==> src/rtl/bip_pkg.sv <==
`default_nettype none
// ============================================================================
// Module      : bip_pkg
// Description : Shared definitions for the BIP control unit: field widths,
//               opcode values, FSM state encoding and accumulator source
//               select codes.
// Revision    : 1.0 - initial release
// ============================================================================
package bip_pkg;

    // Field widths of the 16-bit instruction word and the control unit state
    localparam int c_PC_WIDTH      = 11;
    localparam int c_OPCODE_WIDTH  = 5;
    localparam int c_OPERAND_WIDTH = 11;
    localparam int c_INSTR_WIDTH   = c_OPCODE_WIDTH + c_OPERAND_WIDTH;
    localparam int c_CNT_WIDTH     = 32;

    // Opcodes, instruction[15:11]; everything from 5'b01000 upwards is a NOP
    localparam logic [c_OPCODE_WIDTH-1:0] OP_HLT  = 5'b00000;
    localparam logic [c_OPCODE_WIDTH-1:0] OP_STO  = 5'b00001;
    localparam logic [c_OPCODE_WIDTH-1:0] OP_LD   = 5'b00010;
    localparam logic [c_OPCODE_WIDTH-1:0] OP_LDI  = 5'b00011;
    localparam logic [c_OPCODE_WIDTH-1:0] OP_ADD  = 5'b00100;
    localparam logic [c_OPCODE_WIDTH-1:0] OP_ADDI = 5'b00101;
    localparam logic [c_OPCODE_WIDTH-1:0] OP_SUB  = 5'b00110;
    localparam logic [c_OPCODE_WIDTH-1:0] OP_SUBI = 5'b00111;

    // Control FSM state encoding
    localparam logic [1:0] ST_IDLE  = 2'd0;
    localparam logic [1:0] ST_FETCH = 2'd1;
    localparam logic [1:0] ST_EXEC  = 2'd2;
    localparam logic [1:0] ST_HALT  = 2'd3;

    // Accumulator source select
    localparam logic [1:0] SEL_A_MEM = 2'd0;
    localparam logic [1:0] SEL_A_IMM = 2'd1;
    localparam logic [1:0] SEL_A_ALU = 2'd2;

endpackage : bip_pkg
`default_nettype wire

==> src/rtl/bip_instruction_decoder.sv <==
`default_nettype none
// ============================================================================
// Module      : bip_instruction_decoder
// Description : Purely combinational opcode decoder. Maps the 5-bit opcode to
//               the datapath control bits; unknown opcodes decode as NOP.
// Ports       : i_opcode     in  5  instruction[15:11]
//               o_sel_a      out 2  accumulator source
//               o_sel_b      out 1  ALU B source (1 = immediate, 0 = memory)
//               o_operation  out 1  0 add, 1 subtract
//               o_write_acc  out 1  accumulator write enable
//               o_wr_ram     out 1  data memory write
//               o_rd_ram     out 1  data memory read
//               o_is_halt    out 1  opcode is HLT
// Revision    : 1.0 - initial release
// ============================================================================
module bip_instruction_decoder
    import bip_pkg::*;
(
    input  logic [c_OPCODE_WIDTH-1:0] i_opcode,
    output logic [1:0]                o_sel_a,
    output logic                      o_sel_b,
    output logic                      o_operation,
    output logic                      o_write_acc,
    output logic                      o_wr_ram,
    output logic                      o_rd_ram,
    output logic                      o_is_halt
);

    always_comb begin
        o_sel_a     = SEL_A_MEM;
        o_sel_b     = 1'b0;
        o_operation = 1'b0;
        o_write_acc = 1'b0;
        o_wr_ram    = 1'b0;
        o_rd_ram    = 1'b0;
        o_is_halt   = 1'b0;
        case (i_opcode)
            OP_HLT: o_is_halt = 1'b1;
            OP_STO: o_wr_ram  = 1'b1;
            OP_LD: begin
                o_sel_a     = SEL_A_MEM;
                o_write_acc = 1'b1;
                o_rd_ram    = 1'b1;
            end
            OP_LDI: begin
                o_sel_a     = SEL_A_IMM;
                o_write_acc = 1'b1;
            end
            OP_ADD: begin
                o_sel_a     = SEL_A_ALU;
                o_write_acc = 1'b1;
                o_rd_ram    = 1'b1;
            end
            OP_ADDI: begin
                o_sel_a     = SEL_A_ALU;
                o_sel_b     = 1'b1;
                o_write_acc = 1'b1;
            end
            OP_SUB: begin
                o_sel_a     = SEL_A_ALU;
                o_operation = 1'b1;
                o_write_acc = 1'b1;
                o_rd_ram    = 1'b1;
            end
            OP_SUBI: begin
                o_sel_a     = SEL_A_ALU;
                o_sel_b     = 1'b1;
                o_operation = 1'b1;
                o_write_acc = 1'b1;
            end
            default: ; // NOP: all controls stay inactive
        endcase
    end

endmodule : bip_instruction_decoder
`default_nettype wire

==> src/rtl/bip_control_unit.sv <==
`default_nettype none
// ============================================================================
// Module      : bip_control_unit
// Description : BIP core control unit. Holds the PC, sequences FETCH/EXEC for
//               each instruction until HLT, decodes the instruction word into
//               datapath controls and counts the active (FETCH+EXEC) cycles.
// Ports       : clk            in   1  clock, posedge
//               rst            in   1  synchronous active-high reset
//               i_start        in   1  level; leaves IDLE when 1
//               i_instruction  in  16  program memory read data (valid in EXEC)
//               o_pc           out 11  program memory address
//               o_operand      out 11  operand / data memory address
//               o_sel_a        out  2  accumulator source
//               o_sel_b        out  1  ALU B source
//               o_write_acc    out  1  accumulator write enable
//               o_operation    out  1  0 add, 1 subtract
//               o_wr_ram       out  1  data memory write strobe
//               o_rd_ram       out  1  data memory read strobe
//               o_halted       out  1  1 while in HALT
//               o_cycle_count  out 32  saturating FETCH+EXEC cycle count
// Revision    : 1.0 - initial release
// ============================================================================
module bip_control_unit
    import bip_pkg::*;
#(
    parameter int PC_WIDTH      = c_PC_WIDTH,
    parameter int OPCODE_WIDTH  = c_OPCODE_WIDTH,
    parameter int OPERAND_WIDTH = c_OPERAND_WIDTH,
    parameter int INSTR_WIDTH   = c_INSTR_WIDTH,
    parameter int CNT_WIDTH     = c_CNT_WIDTH
) (
    input  logic                     clk,
    input  logic                     rst,
    input  logic                     i_start,
    input  logic [INSTR_WIDTH-1:0]   i_instruction,
    output logic [PC_WIDTH-1:0]      o_pc,
    output logic [OPERAND_WIDTH-1:0] o_operand,
    output logic [1:0]               o_sel_a,
    output logic                     o_sel_b,
    output logic                     o_write_acc,
    output logic                     o_operation,
    output logic                     o_wr_ram,
    output logic                     o_rd_ram,
    output logic                     o_halted,
    output logic [CNT_WIDTH-1:0]     o_cycle_count
);

    logic [1:0]           r_state;
    logic [PC_WIDTH-1:0]  r_pc;
    logic [CNT_WIDTH-1:0] r_count;
    logic                 r_halted;

    logic [1:0] w_dec_sel_a;
    logic       w_dec_sel_b;
    logic       w_dec_operation;
    logic       w_dec_write_acc;
    logic       w_dec_wr_ram;
    logic       w_dec_rd_ram;
    logic       w_is_halt;
    logic       w_exec;
    logic       w_active;

    bip_instruction_decoder u_decoder (
        .i_opcode    (i_instruction[INSTR_WIDTH-1 -: OPCODE_WIDTH]),
        .o_sel_a     (w_dec_sel_a),
        .o_sel_b     (w_dec_sel_b),
        .o_operation (w_dec_operation),
        .o_write_acc (w_dec_write_acc),
        .o_wr_ram    (w_dec_wr_ram),
        .o_rd_ram    (w_dec_rd_ram),
        .o_is_halt   (w_is_halt)
    );

    assign w_exec   = (r_state == ST_EXEC);
    assign w_active = (r_state == ST_FETCH) || w_exec;

    always_ff @(posedge clk) begin
        if (rst) begin
            r_state  <= ST_IDLE;
            r_pc     <= '0;
            r_count  <= '0;
            r_halted <= 1'b0;
        end else begin
            // Saturate rather than wrap so a very long run never reports a
            // misleadingly small count.
            if (w_active && (r_count != {CNT_WIDTH{1'b1}})) begin
                r_count <= r_count + 1'b1;
            end
            case (r_state)
                ST_IDLE: begin
                    if (i_start) begin
                        r_state <= ST_FETCH;
                    end
                end
                ST_FETCH: begin
                    r_state <= ST_EXEC;
                end
                ST_EXEC: begin
                    if (w_is_halt) begin
                        // PC is left pointing at the HLT word
                        r_state  <= ST_HALT;
                        r_halted <= 1'b1;
                    end else begin
                        r_pc    <= r_pc + 1'b1;   // wraps naturally at PC_WIDTH
                        r_state <= ST_FETCH;
                    end
                end
                ST_HALT: begin
                    r_state <= ST_HALT;           // only rst leaves HALT
                end
                default: begin
                    r_state <= ST_IDLE;
                end
            endcase
        end
    end

    // Decoded controls are only presented during EXEC, when the program
    // memory data belongs to the current PC; the datapath samples them on
    // the following negedge.
    assign o_pc          = r_pc;
    assign o_operand     = w_exec ? i_instruction[OPERAND_WIDTH-1:0] : '0;
    assign o_sel_a       = w_exec ? w_dec_sel_a : SEL_A_MEM;
    assign o_sel_b       = w_exec & w_dec_sel_b;
    assign o_operation   = w_exec & w_dec_operation;
    assign o_write_acc   = w_exec & w_dec_write_acc;
    assign o_wr_ram      = w_exec & w_dec_wr_ram;
    assign o_rd_ram      = w_exec & w_dec_rd_ram;
    assign o_halted      = r_halted;
    assign o_cycle_count = r_count;

endmodule : bip_control_unit
`default_nettype wire

==> config.mk <==
export PLATFORM = sky130hd
export DESIGN_NAME = bip_control_unit
export DESIGN_NICKNAME = d
export VERILOG_FILES = /design/src/rtl/bip_pkg.sv /design/src/rtl/bip_instruction_decoder.sv /design/src/rtl/bip_control_unit.sv
export SDC_FILE = /design/constraint.sdc
export NUM_CORES = 1
export LEC_CHECK = 0
export BUFFER_PORTS_ARGS = -buffer_cell sky130_fd_sc_hd__buf_2
export CAP_MARGIN = 10
export CORE_AREA = 10 10 87 89
export DETAILED_ROUTE_END_ITERATION = 12
export DIE_AREA = 0 0 97 99
export PLACE_DENSITY_LB_ADDON = 0.2
export SYNTH_ARGS = -nofsm -noshare
export SYNTH_HDL_FRONTEND = slang
export SYNTH_HIERARCHICAL = 1
export SYNTH_SLANG_ARGS = --single-unit
export TNS_END_PERCENT = 10
==> constraint.sdc <==
create_clock -name clk -period 2.39 [get_ports clk]
set_input_delay 0.3585 -clock clk [delete_from_list [all_inputs] [get_ports clk]]
set_output_delay 0.3585 -clock clk [all_outputs]
set_load 0.01 [all_outputs]
==> impl_results.md <==
* CTS buffer count at 5
* CP Data Required Time at 2.62 ns
* Worst setup SP type: flip-flop
* I/O Pins at 81
* Final Skew at 0.00239 ns
* Worst reg2reg startpoint: r_state[1]$_SDFFE_PP0P_
* Post-synthesis xor/xnor area fraction at 9.41%
* Largest family of logic cells by synthesized area: simple AND/OR/NAND/NOR gates
* Worst-Margin Slew at 0.741 ns
* H-Tree Level Count at 2
* Layout cells sized above 1 at 30.4%
* Mapped Nets at 317
* Multiplexer area fraction after synthesis at 0.797%
* Max rail drop VDD at 0.290 mV
* RSZ-0062 raised after global routing: false
* Initial antenna violation count at 0
* CP Data Arrival Time at 2.39 ns
* Starting Density at 42.9%
* First DRT Iteration DRCs at 114
* Top delay family on crit path: simple AND/OR/NAND/NOR gates
* CTS tree: yes
* # Post-CTS Setup Buffers at 0
* Most common cell after layout, fill and taps aside: buf_2
* Simple-Gate Fraction of Synth Area at 34.5%
* Buf/Inv on CP at 1
* Die Height at 99 µm
* Critical Path Sink: o_cycle_count[26]$_SDFFE_PP0P_
* Status: completed
* Global-route wire length before repair at 11.2 mm
* Element type at the critical path end: flip-flop
* Yosys reg bits at 46
* Number of global-route vias before repair at 2356
* Average wire per standard cell at 14.8 µm
* Clock sink total at 46
* P per Cell Area at 503 nW/µm²
* DP Wirelength at 5.04 mm
* Crit path depth at 6
* Register-to-Register Path Depth at 6
* Synthesized netlist cell count at 292
* Core area at 5850 µm²
* Commonest non-fill, non-tap cells in the layout: buf_2, dfxtp_1, nor2_1
* FF-to-FF End: o_cycle_count[26]$_SDFFE_PP0P_
* Post-Synth Adder-Cell Area at 2.99%
* DR vias at 2409
* Final WL at 6.66 mm
* Crit path cell chain: inv_1 -> ha_1 -> and3_1 -> nand3_2 -> or4_1 -> a21oi_1
* Max-cap violations at 0
* Placement Cell Area at 3020 µm²
* Cell Area, Synth at 2510 µm²
* Worst-Skew Late Latency at 0.29 ns
* GP Congestion at 0.859
* Final Hold Viols at 0
* Final setup fails at 0
* CP Max Fanout at 8
* Register Area at 921 µm²
* Die Wd at 97 µm
* Total gr overflow at 0
* Max-slew violations at 0
* Post-layout min period at 2.16 ns
* Crit path from: r_state[1]$_SDFFE_PP0P_
* FMAX at 0.462 GHz
* Yosys warns at 6
* Largest net degree at the start of global routing at 23
* CTS Hold Bufs at 0
* Vias/cell at 5.35
* Leak at 1.33 nW
* Post-route cell area at 3130 µm²
* CP max-delay cell: or4_1
* Synth-to-layout area growth at 24.6%
* Slew margin rel. at 50.6%
* CTS clk-pin slew, worst paths at 0.08 ns
* Fin crit share at 90.6%
* Diode count at 0
* Total power at 1.57 mW
* Footprint of the multi-input gates at 1520 µm²
* Resized Gates After CTS at 0
* FP Rows at 28
* Die area at 9600 µm²
* Synth Area in Compound Gates at 12.8%
* Drc violations at 0
* Tightest Hold Check Type: primary input to flip-flop
* DRT Pass-1 Iters at 4
* R2r setup slk at 0.23 ns
* FILL cells at 574
* Yosys cell types at 45
* Port buffer count at 80
* Max incr delay on CP at 0.44 ns
* CTS root buf: clkbuf_8
* Nets@finish at 399
* Max clock buf depth at 2
* Syn Area/Cell at 8.60 µm²
* Post-synthesis sequential area ratio at 36.7%
* Crit path kind: flip-flop to flip-flop
* Detail Route Antenna Nets at 0
* Setup_tns at 0 ns
* GRT Total Usage at 13.4%
worst min-delay path, stage by stage:
cell	delay, ns
buf_2	0.08
nand2b_1	0.15
a211oi_1	0.09
power by group:
part           total, mW  internal, mW  switching (mW)
sequential         0.812         0.785          0.0271
clock              0.568         0.308           0.260
combinational      0.194        0.0863           0.107
cells in the mapped netlist (all sizes together):
master / instances / area (µm²)
and3: 4 / 27.5
o21ai: 8 / 43.8
and2: 21 / 133
xor2: 7 / 61.3
buf: 1 / 3.75
a21oi: 15 / 75.1
dfxtp: 46 / 921
a311oi: 2 / 17.5
o31a: 1 / 8.76
ha: 6 / 75.1
a31oi: 8 / 50.1
and4b: 1 / 10.0
and4bb: 1 / 12.5
or3: 9 / 56.3
xnor2: 20 / 175
nor4: 4 / 31.3
o21ba: 1 / 10.0
nor3: 7 / 57.6
nand3b: 1 / 7.51
mux2i: 2 / 20.0
nand4b: 1 / 8.76
a211oi: 8 / 60.1
inv: 5 / 18.8
nor4b: 1 / 23.8
nor2: 35 / 141
nor2b: 1 / 6.26
o31ai: 7 / 57.6
or2: 1 / 6.26
or4: 5 / 37.5
nand4: 16 / 113
nand2: 11 / 41.3
nand2b: 1 / 6.26
nand3: 15 / 85.1
clkbuf: 13 / 48.8
and4: 7 / 61.3
sequential cells by signal, summed over array words and instances, names as in the netlist:
name,cells
o_halted,1
r_state,2
o_cycle_count,32
o_pc,11
cell type report:
type,count,area share (%)
inverters,5,0.600
repair buffers,89,14.9
multi-input cells,227,48.6
flip-flops and latches,46,29.4
clock buffers,5,2.20
clock inverters,3,1.28
well taps,75,3.00
logic make-up after synthesis:
group,count (synthesis)
flip-flops,46
multiplexers,2
AND/OR/NAND/NOR,142
adder cells (fa/ha/maj),6
buffers and inverters,19
XOR/XNOR,27
AO/OA/AOI/OAI,50
worst min-delay path by stage:
stage | from | to | depth (start not counted)
floorplan | o_cycle_count[31]$_SDFFE_PP0P_ | o_cycle_count[31]$_SDFFE_PP0P_ | 2
global placement | o_halted$_SDFFE_PP0P_ | o_halted$_SDFFE_PP0P_ | 2
detailed placement | o_halted$_SDFFE_PP0P_ | o_halted$_SDFFE_PP0P_ | 2
CTS | i_start | r_state[0]$_SDFFE_PP0P_ | 3
global route | i_start | r_state[0]$_SDFFE_PP0P_ | 3
finish | i_start | r_state[0]$_SDFFE_PP0P_ | 3
through the flow:
stage	instances	worst slack (ns)	utilization [%]	hold slack [ns]
floorplan	292	0.342	-	0.504
global placement	442	0.353	51.6	0.447
detailed placement	442	0.267	51.6	0.458
CTS	450	0.233	53.5	0.424
global route	450	0.0632	53.5	0.442
finish	450	0.225	53.5	0.428
per-layer routing:
| layer | vias up | global-route usage (%) | wire (µm) |
|---|---|---|---|
| li1 | 1223 | - | - |
| met1 | 1099 | 16.8 | 3260 |
| met2 | 83 | 21.6 | 2960 |
| met3 | 4 | 4.19 | 425 |
| met4 | 0 | 3.52 | 21 |
| met5 | - | 0 | 0 |
(Power assumes the default switching activity.)
